[src/rtl/video_timing_gen_pkg.sv]
// Shared types for the raster timing generator: phase encoding, per-axis
// timing configuration and the colour-bar palette.
package video_timing_pkg;

  localparam int TW = 12;

  typedef enum logic [1:0] {PH_ACTIVE, PH_FP, PH_SYNC, PH_BP} phase_t;

  typedef struct packed {
    logic [TW-1:0] active;
    logic [TW-1:0] fp;
    logic [TW-1:0] sync;
    logic [TW-1:0] bp;
    logic          pol;
  } axis_cfg_t;

  localparam logic [23:0] BAR_RGB [8] = '{
    24'hFFFFFF, 24'hFFFF00, 24'h00FFFF, 24'h00FF00,
    24'hFF00FF, 24'hFF0000, 24'h0000FF, 24'h000000
  };

  function automatic logic [TW-1:0] phase_len(input axis_cfg_t cfg, input phase_t ph);
    case (ph)
      PH_ACTIVE: return cfg.active;
      PH_FP:     return cfg.fp;
      PH_SYNC:   return cfg.sync;
      default:   return cfg.bp;
    endcase
  endfunction

endpackage

[src/rtl/video_timing_gen_if.sv]
// Video output stream of the timing generator (pixel enable, syncs, blanking,
// counters). RGB exists only when VIDEO_TIMING_GEN_PATTERN_EN is defined.
interface video_timing_gen_if #(parameter int CW = 12);
  logic          CE_PIXEL;
  logic          VGA_HS;
  logic          VGA_VS;
  logic          VGA_HBLANK;
  logic          VGA_VBLANK;
  logic          VGA_DE;
  logic [CW-1:0] H_CNT;
  logic [CW-1:0] V_CNT;
  logic          FRAME_START;
`ifdef VIDEO_TIMING_GEN_PATTERN_EN
  logic [23:0]   RGB;

  modport master (output CE_PIXEL, VGA_HS, VGA_VS, VGA_HBLANK, VGA_VBLANK,
                         VGA_DE, H_CNT, V_CNT, FRAME_START, RGB);
  modport slave  (input  CE_PIXEL, VGA_HS, VGA_VS, VGA_HBLANK, VGA_VBLANK,
                         VGA_DE, H_CNT, V_CNT, FRAME_START, RGB);
`else
  modport master (output CE_PIXEL, VGA_HS, VGA_VS, VGA_HBLANK, VGA_VBLANK,
                         VGA_DE, H_CNT, V_CNT, FRAME_START);
  modport slave  (input  CE_PIXEL, VGA_HS, VGA_VS, VGA_HBLANK, VGA_VBLANK,
                         VGA_DE, H_CNT, V_CNT, FRAME_START);
`endif
endinterface

[src/rtl/video_timing_gen_axis.sv]
// One raster axis (H or V): phase FSM with a per-phase counter that advances on step.
//   state     | meaning
//   PH_ACTIVE | visible pixels/lines, counter is the live position
//   PH_FP     | front porch, skipped when its length is 0
//   PH_SYNC   | sync pulse, a length of 0 behaves as 1
//   PH_BP     | back porch, skipped when its length is 0
module video_timing_axis
  import video_timing_pkg::*;
(
  input  logic          clk,
  input  logic          rst,
  input  logic          step,
  input  axis_cfg_t     cfg,
  output phase_t        phase,
  output logic [TW-1:0] cnt,
  output logic          axis_end
);

  phase_t        phase_nxt;
  logic [TW-1:0] cnt_nxt;
  logic          phase_done;
  phase_t        final_phase;

  // cnt+1 >= len also makes a zero-length ACTIVE/SYNC last exactly one step
  assign phase_done  = ((TW+1)'(cnt) + (TW+1)'(1)) >= (TW+1)'(phase_len(cfg, phase));
  assign final_phase = (cfg.bp != '0) ? PH_BP : PH_SYNC;
  assign axis_end    = phase_done && (phase == final_phase);

  always_ff @(posedge clk or posedge rst) begin
    if (rst) begin
      phase <= PH_ACTIVE;
      cnt   <= '0;
    end else begin
      phase <= phase_nxt;
      cnt   <= cnt_nxt;
    end
  end

  always_comb begin
    phase_nxt = phase;
    cnt_nxt   = cnt;
    if (step) begin
      if (phase_done) begin
        cnt_nxt = '0;
        unique case (phase)
          PH_ACTIVE: phase_nxt = (cfg.fp != '0) ? PH_FP : PH_SYNC;
          PH_FP:     phase_nxt = PH_SYNC;
          PH_SYNC:   phase_nxt = (cfg.bp != '0) ? PH_BP : PH_ACTIVE;
          default:   phase_nxt = PH_ACTIVE;
        endcase
      end else begin
        cnt_nxt = cnt + 1'b1;
      end
    end
  end

endmodule

[src/rtl/video_timing_gen.sv]
// Programmable raster timing generator: CE divider, H/V phase FSMs, frame-boundary
// config shadowing and registered sync/blank/DE outputs. Define
// VIDEO_TIMING_GEN_PATTERN_EN to add the 8-bar colour pattern on RGB.
module video_timing_gen
  import video_timing_pkg::*;
#(
  parameter int CW   = TW,
  parameter int DIVW = 4
) (
  input  logic            CLK_VIDEO,
  input  logic            RESET,
  input  logic [CW-1:0]   H_ACTIVE,
  input  logic [CW-1:0]   H_FP,
  input  logic [CW-1:0]   H_SYNC,
  input  logic [CW-1:0]   H_BP,
  input  logic [CW-1:0]   V_ACTIVE,
  input  logic [CW-1:0]   V_FP,
  input  logic [CW-1:0]   V_SYNC,
  input  logic [CW-1:0]   V_BP,
  input  logic            HS_POL,
  input  logic            VS_POL,
  input  logic [DIVW-1:0] CE_DIV,
  video_timing_gen_if.master vid
);

  axis_cfg_t       h_cfg, v_cfg;
  logic [DIVW-1:0] ce_div, div_cnt;
  logic            started, ce, load;
  logic            line_end, frame_end, h_end, v_end;
  phase_t          h_phase, v_phase;
  logic [TW-1:0]   h_cnt, v_cnt;
  logic            h_act, v_act;

  assign ce        = started && (div_cnt == ce_div);
  assign line_end  = ce && h_end;
  assign frame_end = line_end && v_end;
  // the first clock out of reset only loads the shadow registers
  assign load      = !started || frame_end;
  assign h_act     = (h_phase == PH_ACTIVE);
  assign v_act     = (v_phase == PH_ACTIVE);

  always_ff @(posedge CLK_VIDEO or posedge RESET) begin
    if (RESET) begin
      started <= 1'b0;
      div_cnt <= '0;
      ce_div  <= '0;
      h_cfg   <= '0;
      v_cfg   <= '0;
    end else begin
      started <= 1'b1;
      div_cnt <= (ce || !started) ? '0 : div_cnt + 1'b1;
      if (load) begin
        ce_div <= CE_DIV;
        h_cfg  <= '{active: TW'(H_ACTIVE), fp: TW'(H_FP), sync: TW'(H_SYNC), bp: TW'(H_BP), pol: HS_POL};
        v_cfg  <= '{active: TW'(V_ACTIVE), fp: TW'(V_FP), sync: TW'(V_SYNC), bp: TW'(V_BP), pol: VS_POL};
      end
    end
  end

  video_timing_axis u_h (
    .clk(CLK_VIDEO), .rst(RESET), .step(ce), .cfg(h_cfg),
    .phase(h_phase), .cnt(h_cnt), .axis_end(h_end)
  );

  video_timing_axis u_v (
    .clk(CLK_VIDEO), .rst(RESET), .step(line_end), .cfg(v_cfg),
    .phase(v_phase), .cnt(v_cnt), .axis_end(v_end)
  );

  always_ff @(posedge CLK_VIDEO or posedge RESET) begin
    if (RESET) begin
      vid.CE_PIXEL    <= 1'b0;
      vid.VGA_HS      <= 1'b0;
      vid.VGA_VS      <= 1'b0;
      vid.VGA_HBLANK  <= 1'b0;
      vid.VGA_VBLANK  <= 1'b0;
      vid.VGA_DE      <= 1'b0;
      vid.H_CNT       <= '0;
      vid.V_CNT       <= '0;
      vid.FRAME_START <= 1'b0;
    end else begin
      vid.CE_PIXEL <= ce;
      if (ce) begin
        vid.VGA_HS      <= (h_phase == PH_SYNC) ? h_cfg.pol : !h_cfg.pol;
        vid.VGA_VS      <= (v_phase == PH_SYNC) ? v_cfg.pol : !v_cfg.pol;
        vid.VGA_HBLANK  <= !h_act;
        vid.VGA_VBLANK  <= !v_act;
        vid.VGA_DE      <= h_act && v_act;
        vid.H_CNT       <= h_act ? CW'(h_cnt) : '0;
        vid.V_CNT       <= v_act ? CW'(v_cnt) : '0;
        vid.FRAME_START <= h_act && v_act && (h_cnt == '0) && (v_cnt == '0);
      end
    end
  end

`ifdef VIDEO_TIMING_GEN_PATTERN_EN
  logic [TW-1:0] bar_pix, bar_w;
  logic [2:0]    bar_idx;

  assign bar_w = h_cfg.active >> 3;

  // bar index saturates at the last bar when H_ACTIVE is not a multiple of 8
  always_ff @(posedge CLK_VIDEO or posedge RESET) begin
    if (RESET) begin
      bar_pix <= '0;
      bar_idx <= '0;
      vid.RGB <= '0;
    end else if (ce) begin
      vid.RGB <= (h_act && v_act) ? BAR_RGB[bar_idx] : 24'h0;
      if (!h_act) begin
        bar_pix <= '0;
        bar_idx <= '0;
      end else if (((TW+1)'(bar_pix) + (TW+1)'(1)) >= (TW+1)'(bar_w)) begin
        bar_pix <= '0;
        if (bar_idx != 3'd7) bar_idx <= bar_idx + 3'd1;
      end else begin
        bar_pix <= bar_pix + 1'b1;
      end
    end
  end
`endif

endmodule

[src/flat_wrapper.sv]
// flat-port wrapper written by rule: the top's interface ports become plain ports
module video_timing_gen_flat import video_timing_pkg::*;
#(
  parameter int CW   = TW,
  parameter int DIVW = 4
)
  (CLK_VIDEO, RESET, H_ACTIVE, H_FP, H_SYNC, H_BP, V_ACTIVE, V_FP, V_SYNC, V_BP, HS_POL, VS_POL, CE_DIV, vid_CE_PIXEL, vid_VGA_HS, vid_VGA_VS, vid_VGA_HBLANK, vid_VGA_VBLANK, vid_VGA_DE, vid_H_CNT, vid_V_CNT, vid_FRAME_START);
  video_timing_gen_if #(.CW(CW)) vid_i ();
  input  logic CLK_VIDEO;
  input  logic RESET;
  input  logic [CW-1:0] H_ACTIVE;
  input  logic [CW-1:0] H_FP;
  input  logic [CW-1:0] H_SYNC;
  input  logic [CW-1:0] H_BP;
  input  logic [CW-1:0] V_ACTIVE;
  input  logic [CW-1:0] V_FP;
  input  logic [CW-1:0] V_SYNC;
  input  logic [CW-1:0] V_BP;
  input  logic HS_POL;
  input  logic VS_POL;
  input  logic [DIVW-1:0] CE_DIV;
  output wire logic [$bits(vid_i.CE_PIXEL)-1:0] vid_CE_PIXEL;
  output wire logic [$bits(vid_i.VGA_HS)-1:0] vid_VGA_HS;
  output wire logic [$bits(vid_i.VGA_VS)-1:0] vid_VGA_VS;
  output wire logic [$bits(vid_i.VGA_HBLANK)-1:0] vid_VGA_HBLANK;
  output wire logic [$bits(vid_i.VGA_VBLANK)-1:0] vid_VGA_VBLANK;
  output wire logic [$bits(vid_i.VGA_DE)-1:0] vid_VGA_DE;
  output wire logic [$bits(vid_i.H_CNT)-1:0] vid_H_CNT;
  output wire logic [$bits(vid_i.V_CNT)-1:0] vid_V_CNT;
  output wire logic [$bits(vid_i.FRAME_START)-1:0] vid_FRAME_START;
  assign vid_CE_PIXEL = vid_i.CE_PIXEL;
  assign vid_VGA_HS = vid_i.VGA_HS;
  assign vid_VGA_VS = vid_i.VGA_VS;
  assign vid_VGA_HBLANK = vid_i.VGA_HBLANK;
  assign vid_VGA_VBLANK = vid_i.VGA_VBLANK;
  assign vid_VGA_DE = vid_i.VGA_DE;
  assign vid_H_CNT = vid_i.H_CNT;
  assign vid_V_CNT = vid_i.V_CNT;
  assign vid_FRAME_START = vid_i.FRAME_START;
  video_timing_gen #(.CW(CW), .DIVW(DIVW)) u_core (.CLK_VIDEO(CLK_VIDEO), .RESET(RESET), .H_ACTIVE(H_ACTIVE), .H_FP(H_FP), .H_SYNC(H_SYNC), .H_BP(H_BP), .V_ACTIVE(V_ACTIVE), .V_FP(V_FP), .V_SYNC(V_SYNC), .V_BP(V_BP), .HS_POL(HS_POL), .VS_POL(VS_POL), .CE_DIV(CE_DIV), .vid(vid_i));
endmodule
[config.mk]
export PLATFORM = sky130hd
export DESIGN_NAME = video_timing_gen_flat
export DESIGN_NICKNAME = d
export VERILOG_FILES = /design/src/rtl/video_timing_gen_pkg.sv /design/src/rtl/video_timing_gen_if.sv /design/src/rtl/video_timing_gen_axis.sv /design/src/rtl/video_timing_gen.sv /design/src/flat_wrapper.sv
export SDC_FILE = /design/constraint.sdc
export NUM_CORES = 1
export LEC_CHECK = 0
export CORE_UTILIZATION = 46
export DETAILED_ROUTE_END_ITERATION = 7
export GPL_TIMING_DRIVEN = 0
export PLACE_DENSITY = 0.79
export SYNTH_ARGS = -nofsm -noshare
export SYNTH_HDL_FRONTEND = slang
export SYNTH_SLANG_ARGS = --single-unit
[constraint.sdc]
create_clock -name CLK_VIDEO -period 7.3 [get_ports CLK_VIDEO]
set_clock_uncertainty 0.15 [all_clocks]
set_input_delay 1.46 -clock CLK_VIDEO [delete_from_list [all_inputs] [get_ports CLK_VIDEO]]
set_output_delay 1.46 -clock CLK_VIDEO [all_outputs]
set_load 0.005 [all_outputs]
* After elaboration in Yosys (flattened, before gate mapping) *
Cells that the tools add are included.
Widths: inputs -> output; s select.

storage, ports and cells
  output and inout port bits = 31
  bits in registers = 166
  logic and storage cells = 82

operators by class
  add/sub/neg operators = 5
  reduce and logical (&&, ||, !) cells = 25
  equal/unequal tests = 7
  multiplexer cells = 17
  order comparisons = 2

operators with widths
  kind                   number
  $pmux 12 s3            2
  $mux 12                4
  $reduce_bool 12->1     4
  $add 12x1->13 const B  2
  $ge 13x12->1           2
  $add 12x1->12 const B  2
  $logic_not 12->1       2
  $pmux 2 s3             2
  $logic_and 1x1->1      8
  $mux 2                 4
  $logic_not 1->1        5
  $add 4x1->4 const B    1
  $eq 2x1->1 const B     2
  $eq 2x2->1             2
  $eq 2x2->1 const B     2
  $eq 4x4->1             1
  $logic_not 2->1        2
  $mux 1                 4
  $mux 4                 1
  $reduce_and 2->1       2
  $logic_or 1x1->1       2

* Depth between registers and ports, before layout *
Gate-level depths: netlist (run 1).

  depth in word-level cells = 7
  gate-level depth with buffers = 15
  mapped depth without buffers = 12

* Cells and area by module *
Synthesis (run 1) repeated with hierarchy kept, for this count alone.

second synthesis, totals
  cell total of the unflattened synthesis = 699
  area total of the unflattened synthesis = 8808.4 um2

by module, submodules not included
  module                           area an instance (um2)  seq. area each (um2)  instances  cells each
  video_timing_gen                 5759.3                  3453.3                1          379
  video_timing_axis at u_core.u_v  1555.2                  350.3                 1          163
  video_timing_axis at u_core.u_h  1493.9                  350.3                 1          157

* Worst setup path after synthesis (run 1) *
OpenSTA, ideal clock, no wires.

  kind = reg-to-reg
  start point = register u_core.u_v.phase[0]
  end point = register u_core.h_cfg[1] in the netlist's numbering
  data arrival time = 3.804 ns
  buffers on the path = 4
  library setup time = 0.127 ns
  setup slack = 3.218 ns
  clock period less this slack = 4.082 ns
  stages on the path, launching flop included = 13
  cells stage by stage = dfrtp_1 -> clkbuf_1 -> buf_1 -> mux4_2 -> ha_1 -> and3_1 -> nand3_1 -> a311oi_2 -> nor2_4 -> o41ai_4 -> buf_8 -> buf_8 -> mux2_1

between the ends
  word-level cells in the longest chain between the ends = 6
  elaborated cells between the ends (all ways) = 9
  classes of those cells = order compare: 1; eq/ne: 3; mux: 1; reduce/logical: 4

ends and longest elaborated chain
  element                             line                         text
  start: declaration                  video_timing_gen_axis.sv:14  output phase_t phase,
  start signal: assignment            video_timing_gen_axis.sv:34  phase <= phase_nxt;
  $eq 2x2->1 (tied with other cells)  video_timing_gen_pkg.sv:23   case (ph)
  $pmux 12 s3                         video_timing_gen_pkg.sv:23
  $ge 13x12->1                        video_timing_gen_axis.sv:25  assign phase_done = ((TW+1)'(cnt) + (TW+1)'(1)) >= (TW+1)'(phase_len(cfg, phase));
  $logic_and 1x1->1 (*)               video_timing_gen_axis.sv:27  assign axis_end = phase_done && (phase == final_phase);
  $logic_and 1x1->1 (*)               video_timing_gen.sv:36       assign frame_end = line_end && v_end;
  $logic_or 1x1->1 (*)                video_timing_gen.sv:38       assign load = !started || frame_end;
  end signal: assignment              video_timing_gen.sv:54       h_cfg <= '{active: TW'(H_ACTIVE), fp: TW'(H_FP), sync: TW'(H_SYNC), bp: TW'(H_BP), pol: HS_POL};
  end: declaration                    video_timing_gen.sv:26       axis_cfg_t h_cfg, v_cfg;

Mark *: on every way between the ends. The rest lies on a longest branch, timed or not.
A chain may end at the register's enable or synchronous reset.

* Final worst setup path (run 1) *
  start point = register u_core.u_v.phase[0]
  end point = register u_core.h_cfg[26] in the netlist's numbering

Same word-level chain as after synthesis.

==> metrics.yaml, run 1 <==
logic_synthesis:
  synth_xor_area_share_pct: 2.93
  synthFlopType: "dfrtp_1"
  synth_edf_count: 0
  ys_ff_latch: 166
  ys.warnings.count: 0
  synth.distinct_cells: 52
  netlist_area_um2: 8360
  synthAdderAreaFrac_pct: 4.34
  synthMuxAreaShare_pct: 20.5
  synth_top_family_by_area: "multiplexers"
  synth_fp_nets: 823
  syn_inst: 690
  yosys.area_share.simple_pct: 10.5
  seq_area_frac_synth_pct: 49.7
  synth_compound_area_share_pct: 6.93
  synth_area_per_cell_um2: 12.1
  async_flop_share_pct: 100
worst_hold_path:
  min_path_type: "flop to flop"
  min_to: "u_core.h_cfg[23]"
  min_path_cells: 1
  min_from: "u_core.h_cfg[23]"
routing:
  drc: 0
  wl_per_cell_um: 17.7
  drt_wl_total_mm: 19.2
  drt_iter0_markers: 378
  postRouteAntennaNets: 0
  vias_per_cell: 5.50
  vias: 5955
  first_pass_iters: 5
setup_path:
  crit_fanout: 10
  critPathKind: "flop to flop"
  worst_r2r_startpoint: "u_core.u_v.phase[0]"
  cp.required_ns: 7.46
  cpPeakStageDelay_ns: 0.65
  cp.arrival_ns: 4.86
  start_kind: "flop"
  crit_slowest_cell: "buf_1"
  r2r_end: "u_core.h_cfg[26]"
  cp-end-kind: "flop"
  reg2reg_depth: 12
  path_cells: "clkbuf_1, buf_1, mux4_2, ha_1, and3_1, nand3_1, a311oi_2, nor2_4, o41ai_4, buf_8, buf_12, mux2_1"
  r2r_slack_ns: 2.61
timing:
  fmax_mhz: 213
  hold_viol: 0
  finalSetupViolations: 0
  min_period_ns: 4.69
  tns_ns: 0
  slew_headroom_pct: 36.6
  finalCritPeriodShare_pct: 64.3
  tightestPinTransition_ns: 0.944
  rsz0062_at_grt: "false"
  final.setup.worst_slack_ns: 2.61
  maxSlewViolCount: 0
cells_and_area:
  multi_input_area_um2: 3780
  diodes: 0
  layout-drive-gt1-share_pct: 12.6
  seq_area_um2: 4150
  fin_nets: 977
  fillCellCount: 1425
  area_delta_synth_final_pct: 26.6
clock_network:
  cts_tree: "yes"
  cts_hold_buffers: 0
  cts_sinks: 166
  worstSkewPairLatency_ns: 0.44
  cts_buffer_depth: 2
  path_clk_slew_ns: 0.06
  post_cts_resized: 0
  cts_max_level: 4
  cts_made_buffers: 17
  cts_setup_buffers: 0
  cts_root_buf: "clkbuf_16"
power:
  ir_drop_uv: 180
  power_frac_clock_pct: 37.6
  power_frac_comb_pct: 16.0
  leakagePower_nw: 4.51
  p_per_area_nw_per_um2: 218
  intPower_mw: 1.72
  seq_power_share_pct: 46.4
  switching_share_pct: 25.7
  p_switching_mw: 0.594
placed_design:
  dp_hpwl_mm: 14.3
  routabilityCongestion: 0.821
  numPortBuffers: 134
  place_ws_ns: 2.58
floorplan:
  ios: 135
  initial_core_util_pct: 47.7
  core-area_um2: 17500
  die-width_um: 137
  die_h_um: 137
  dieArea_um2: 18700
  rows: 48
status:
  outcome: "completed"
grt:
  gr-total-overflow: 0
  grt_usage_pct: 22.6
  grt_pass1_vias: 5993
  grt_pass1_wl_mm: 31.7
  antenna_found_initial: 0
  grt_start_max_net_pins: 108
flow_run:
  drv_cap: 0
cells in the mapped netlist (2+ instances only):
library cell	n	area, um^2
xor2_1	7	61.3
a21oi_1	11	55.1
xnor2_1	21	184
nor3_1	6	30.0
dfrtp_1	166	4150
and4_1	2	17.5
nand4_1	9	56.3
buf_12	7	140
nor4_1	16	100
o21ai_0	46	230
nor2_1	16	60.1
nand2_1	85	319
o31ai_1	3	22.5
a21o_1	3	22.5
buf_1	4	15.0
nor2b_1	2	12.5
buf_8	2	30.0
or4_1	2	15.0
or2_2	3	18.8
mux2_1	80	901
mux4_2	24	541
ha_1	29	363
and3_1	8	50.1
nand2b_1	5	31.3
buf_4	2	15.0
a211oi_1	2	15.0
nand3_1	17	85.1
inv_1	34	128
a22o_1	10	87.6
buf_2	7	35.0
clkbuf_1	17	63.8
mux2_2	24	270
sequential cells by signal (all words and copies together) (netlist names):
signal / cells
u_core.ce_div: 4
u_core.div_cnt: 4
u_core.h_cfg: 49
u_core.started: 1
u_core.u_h.cnt: 12
u_core.u_h.phase: 2
u_core.u_v.cnt: 12
u_core.u_v.phase: 2
u_core.v_cfg: 49
u_core.vid.CE_PIXEL: 1
u_core.vid.FRAME_START: 1
u_core.vid.H_CNT: 12
u_core.vid.VGA_DE: 1
u_core.vid.VGA_HBLANK: 1
u_core.vid.VGA_HS: 1
u_core.vid.VGA_VBLANK: 1
u_core.vid.VGA_VS: 1
u_core.vid.V_CNT: 12
layout by cell type (no fill, tap or decap), types with 3 or more instances in the layout:
cell and instances:
inv_6 3, and3_1 8, nor2_1 16, or2_2 3, buf_12 7, a21o_1 3, nand3_1 17, mux4_2 24
clkbuf_8 3, mux2_1 80, dfrtp_1 166, o31ai_1 3, mux2_2 24, clkbuf_1 20, clkinvlp_4 4, nor3_1 6
ha_1 29, xnor2_1 21, clkdlybuf4s50_1 134, nand2b_1 5, nand4_1 9, a21oi_1 11, inv_1 33, buf_2 7
nand2_1 85, o21ai_0 46, nor4_1 16, buf_1 4, clkbuf_16 17, xor2_1 7, a22o_1 10
power by group through the flow:
stage	sequential, mW	combinational (mW)	clock [mW]
2_1_floorplan	1.07	0.215	0
3_3_place_gp	1.08	0.355	0
3_5_place_dp	1.09	0.370	0
4_1_cts	1.07	0.372	0.881
5_1_grt	1.08	0.409	0.921
6_report	1.07	0.369	0.869
worst max-delay path by stage:
stage,from,to
2_1_floorplan,RESET,u_core.ce_div[0]
3_3_place_gp,RESET,u_core.vid.V_CNT[10]
3_5_place_dp,u_core.u_v.phase[0],u_core.h_cfg[26]
4_1_cts,u_core.u_v.phase[0],u_core.h_cfg[26]
5_1_grt,u_core.u_v.phase[0],u_core.h_cfg[5]
6_report,u_core.u_v.phase[0],u_core.h_cfg[26]
per-stage QoR:
| step | std cells | util [%] | area, um^2 | power (mW) | hold slack (ns) |
|---|---|---|---|---|---|
| after floorplan | 690 | - | 8360 | 1.28 | 0.302 |
| after global placement | 1049 | 56.9 | 9980 | 1.44 | 0.313 |
| after detailed placement | 1050 | 57.1 | 10000 | 1.46 | 0.321 |
| after CTS | 1082 | 60.4 | 10600 | 2.32 | 0.336 |
| after global routing | 1082 | 60.4 | 10600 | 2.41 | 0.349 |
| final | 1082 | 60.4 | 10600 | 2.31 | 0.333 |
critical path: cells and delay by family (launching register included):
family                     cells  cell delay [ns]
AOI/OAI and AO/OA              2             0.95
adders and majority gates      1             0.29
buffers and inverters          4             1.51
DFF                            1             0.32
muxes                          2             0.97
and+or+nand+nor                3             0.39
kinds of logic (layout without fill, tap and decap cells):
group                      count (synthesis)  in the layout
and+or+nand+nor                          178            178
AOI/OAI and AO/OA                         87             87
DFF                                      166            166
muxes                                    128            128
xor gates and xnor gates                  28             28
buffers and inverters                     73            240
adders and majority gates                 29             29
other                                      1              1
final cells by class:
type / instances / share of cell area, %
clock buffers: 23 / 4.51
plain buffers: 39 / 2.82
inverters: 34 / 1.28
well taps: 225 / 2.66
multi-input cells: 451 / 35.7
clock inverters: 9 / 0.863
repair buffers: 135 / 12.9
flip-flops and latches: 166 / 39.2
metal layers:
layer | global-route usage (%) | wire length (um) | up-vias
met2 | 34.1 | 8900 | 197
li1 | - | - | 2772
met5 | 0 | 0 | -
met4 | 8.97 | 379 | 0
met3 | 4.37 | 1090 | 28
met1 | 32.1 | 8790 | 2958
Power figures use the tool's default switching activity.
==> run 2: changes to the inputs <==
--- a/config.mk
+++ b/config.mk
@@ -8,7 +8,7 @@
 export CORE_UTILIZATION = 46
 export DETAILED_ROUTE_END_ITERATION = 7
 export GPL_TIMING_DRIVEN = 0
-export PLACE_DENSITY = 0.79
+export PLACE_DENSITY = 0.82
 export SYNTH_ARGS = -nofsm -noshare
 export SYNTH_HDL_FRONTEND = slang
 export SYNTH_SLANG_ARGS = --single-unit
==> constraint.sdc (replaced) <==
create_clock -name CLK_VIDEO -period 3.95 [get_ports CLK_VIDEO]
set_clock_uncertainty 0.15 [all_clocks]
set_input_delay 0.79 -clock CLK_VIDEO [delete_from_list [all_inputs] [get_ports CLK_VIDEO]]
set_output_delay 0.79 -clock CLK_VIDEO [all_outputs]
set_load 0.005 [all_outputs]
==> run 2 against run 1 <==
Effect of this change:
- core utilization is 1.4 points higher
- fmax is 25% higher
- design area is 2.4% higher
- register-to-register slack worse by 2.4 ns
- flip-flop and latch count stayed put
- worst hold slack worse by 0.0037 ns
- largest cell class unchanged
- clock-buffer cell count is 5 lower
- first-iteration DRC count is 2.4% higher
- critical path depth is 1 higher
- sequential share of layout area is 0.86 points lower
- highest routed layer unchanged
==> metrics.yaml, run 2 (synthesized netlist as in run 1, its figures left out) <==
cells_and_area:
  diodes: 0  # unchanged
  reg.largest.list: "u_core.h_cfg x49, u_core.v_cfg x49"
  final_cell_mix: "dfrtp_1, clkdlybuf4s50_1, nand2_1, mux2_1, o21ai_0"
  fin_nets: 988  # +1.1%
  area_delta_synth_final_pct: 29.7
  mostFrequentLayoutCell: "dfrtp_1"
  finalInstanceArea_um2: 10800  # +2.4%
  layout-drive-gt1-share_pct: 16.2  # +3.6 points
  final_cell_count_no_fill: 1093  # +1.0%
grt:
  grt_pass1_vias: 6034  # +0.68%
  grt.met1_usage_pct: 30.9  # -1.2 points
  grt_pass1_wl_mm: 31.6  # -0.31%
  grt_start_max_net_pins: 38  # -65%
  grt_usage_pct: 22.6  # about the same
  grt-busiest-layer: "met2"
  gr-total-overflow: 0  # unchanged
  grt_use_met3_pct: 5.07  # +0.70 points
  use_met2_pct: 36.0  # +1.9 points
  antenna_found_initial: 0  # unchanged
setup_path:
  path_cells: "buf_2, mux4_2, inv_1, ha_1, a21oi_1, o221ai_1, a221o_1, nor3_4, o41ai_4, buf_4, clkbuf_16, buf_12, mux2_1"
  cp.arrival_ns: 3.92  # -0.94 ns
  cpPeakStageDelay_ns: 0.57  # -0.08 ns
  cp.required_ns: 4.11  # -3.35 ns
  start_kind: "flop"
  path_delay_family: "buffers and inverters"
  crit_fanout: 10  # unchanged
  reg2reg_depth: 13  # +1
  worst_r2r_startpoint: "u_core.u_h.phase[0]"
  path_depth: 13  # +1
  critPathKind: "flop to flop"
  worstSetupStartpoint: "u_core.u_h.phase[0]"
  crit_slowest_cell: "dfrtp_1"
  crit_buf_inv: 5  # +1
  cp-end-kind: "flop"
timing:
  min_period_ns: 3.76  # -0.937 ns
  finalCritPeriodShare_pct: 95.1  # +31 points
  hold_viol: 0  # unchanged
  fmax_mhz: 266  # +25%
  slew_headroom_pct: 38.3  # +1.7 points
  tns_ns: 0  # unchanged
  finalSetupViolations: 0  # unchanged
  maxSlewViolCount: 0  # unchanged
  tightestPinTransition_ns: 0.918  # -0.0252 ns
routing:
  wl_per_cell_um: 18.0  # +1.8%
  vias_per_cell: 5.46  # -0.79%
  drt_wl_total_mm: 19.7  # +2.8%
  drt_iter0_markers: 387  # +2.4%
  postRouteAntennaNets: 0  # unchanged
  first_pass_iters: 6  # +1
  drc: 0  # unchanged
  vias: 5968  # +0.22%
floorplan:
  rows: 48  # unchanged
  core-area_um2: 17500  # unchanged
  dieArea_um2: 18700  # unchanged
  ios: 135  # unchanged
  die-width_um: 137  # unchanged
  initial_core_util_pct: 47.7  # unchanged
  die_h_um: 137  # unchanged
power:
  p_per_area_nw_per_um2: 411  # +88%
  ir_drop_uv: 341  # +90%
  leakagePower_nw: 4.66  # +3.4%
worst_hold_path:
  min_path_cells: 2  # +1
  min_path_type: "flop to flop"
  min_from: "u_core.vid.VGA_DE"
clock_network:
  cts_buffer_depth: 2  # unchanged
  cts_tree: "yes"
  path_clk_slew_ns: 0.07  # about the same
  cts_root_buf: "clkbuf_16"
  cts_made_buffers: 17  # unchanged
  cts_max_level: 4  # unchanged
  worstSkewPairLatency_ns: 0.44  # about the same
  cts_sinks: 166  # unchanged
placed_design:
  numPortBuffers: 134  # unchanged
  placedCellCount: 1053  # +0.29%
  place_area_um2: 10100  # +0.50%
  routabilityCongestion: 0.821  # about the same
  dp_hpwl_mm: 14.6  # +2.6%
status:
  outcome: "completed"
flow_run:
  drv_cap: 0  # unchanged
## run 2: cell count changes in the layout (fill, tap and decap cells not counted), sizes merged
cell	previous run	this run
clkinv	1	3
clkinvlp	4	1
inv	37	41
buf	23	37
clkbuf	40	32
bufinv	1	3
## run 2: area by class of cell
cell class	instances	area, um^2
repair buffers	151	1540
clock inverters	14	184
flip-flops and latches	166	4160
plain buffers	34	290
inverters	34	131
fillers	1386	6690
clock buffers	18	439
well taps	225	282
multi-input cells	451	3820
## run 2: layer usage
metal / vias to the layer above / share of wire, %
met5: - / 0
met4: 0 / 1.3
met3: 20 / 5.4
met2: 173 / 49
met1: 2987 / 45
li1: 2788 / -
## run 2: tightest hold or removal path, cell delays in order, from the launching register on
cell and delay, ns:
dfrtp_1 0.34, nand2_1 0.05, o21ai_0 0.06
## run 2: worst paths after layout
kind                       slack (ns)                end
setup / recovery                 0.19   u_core.v_cfg[42]
hold / removal                   0.33  u_core.vid.VGA_DE
setup reg to reg                 0.19   u_core.v_cfg[42]
hold reg to reg                  0.33  u_core.vid.VGA_DE
max in group asynchronous        2.14    u_core.v_cfg[3]
min in group asynchronous        0.66  u_core.u_h.cnt[9]
## run 2: through the flow
step	util [%]	total power [mW]	hold slack, ns	setup WS (ns)
3_3_place_gp	57.0	2.66	0.313	-0.566
4_1_cts	61.1	4.47	0.334	0.0311
6_report	61.8	4.45	0.329	0.194
3_5_place_dp	57.4	2.70	0.319	-0.630
5_1_grt	61.8	4.64	0.348	-0.00280
2_1_floorplan	-	2.37	0.302	0.0661
## run 2: where the power goes
group          internal, mW  switching, mW
Sequential             1.86          0.122
Clock                  1.03          0.739
Combinational         0.401          0.299
## run 2: timing repair
item | in CTS | in global routing
resized for setup | 9 | 9
hold buffers | 0 | 0
gates cloned | 0 | 1
buffers inserted | 1 | 11
endpoints found under the hold margin | 0 | 0
pin swaps | 1 | 3
endpoints found under the setup margin | 129 | 116
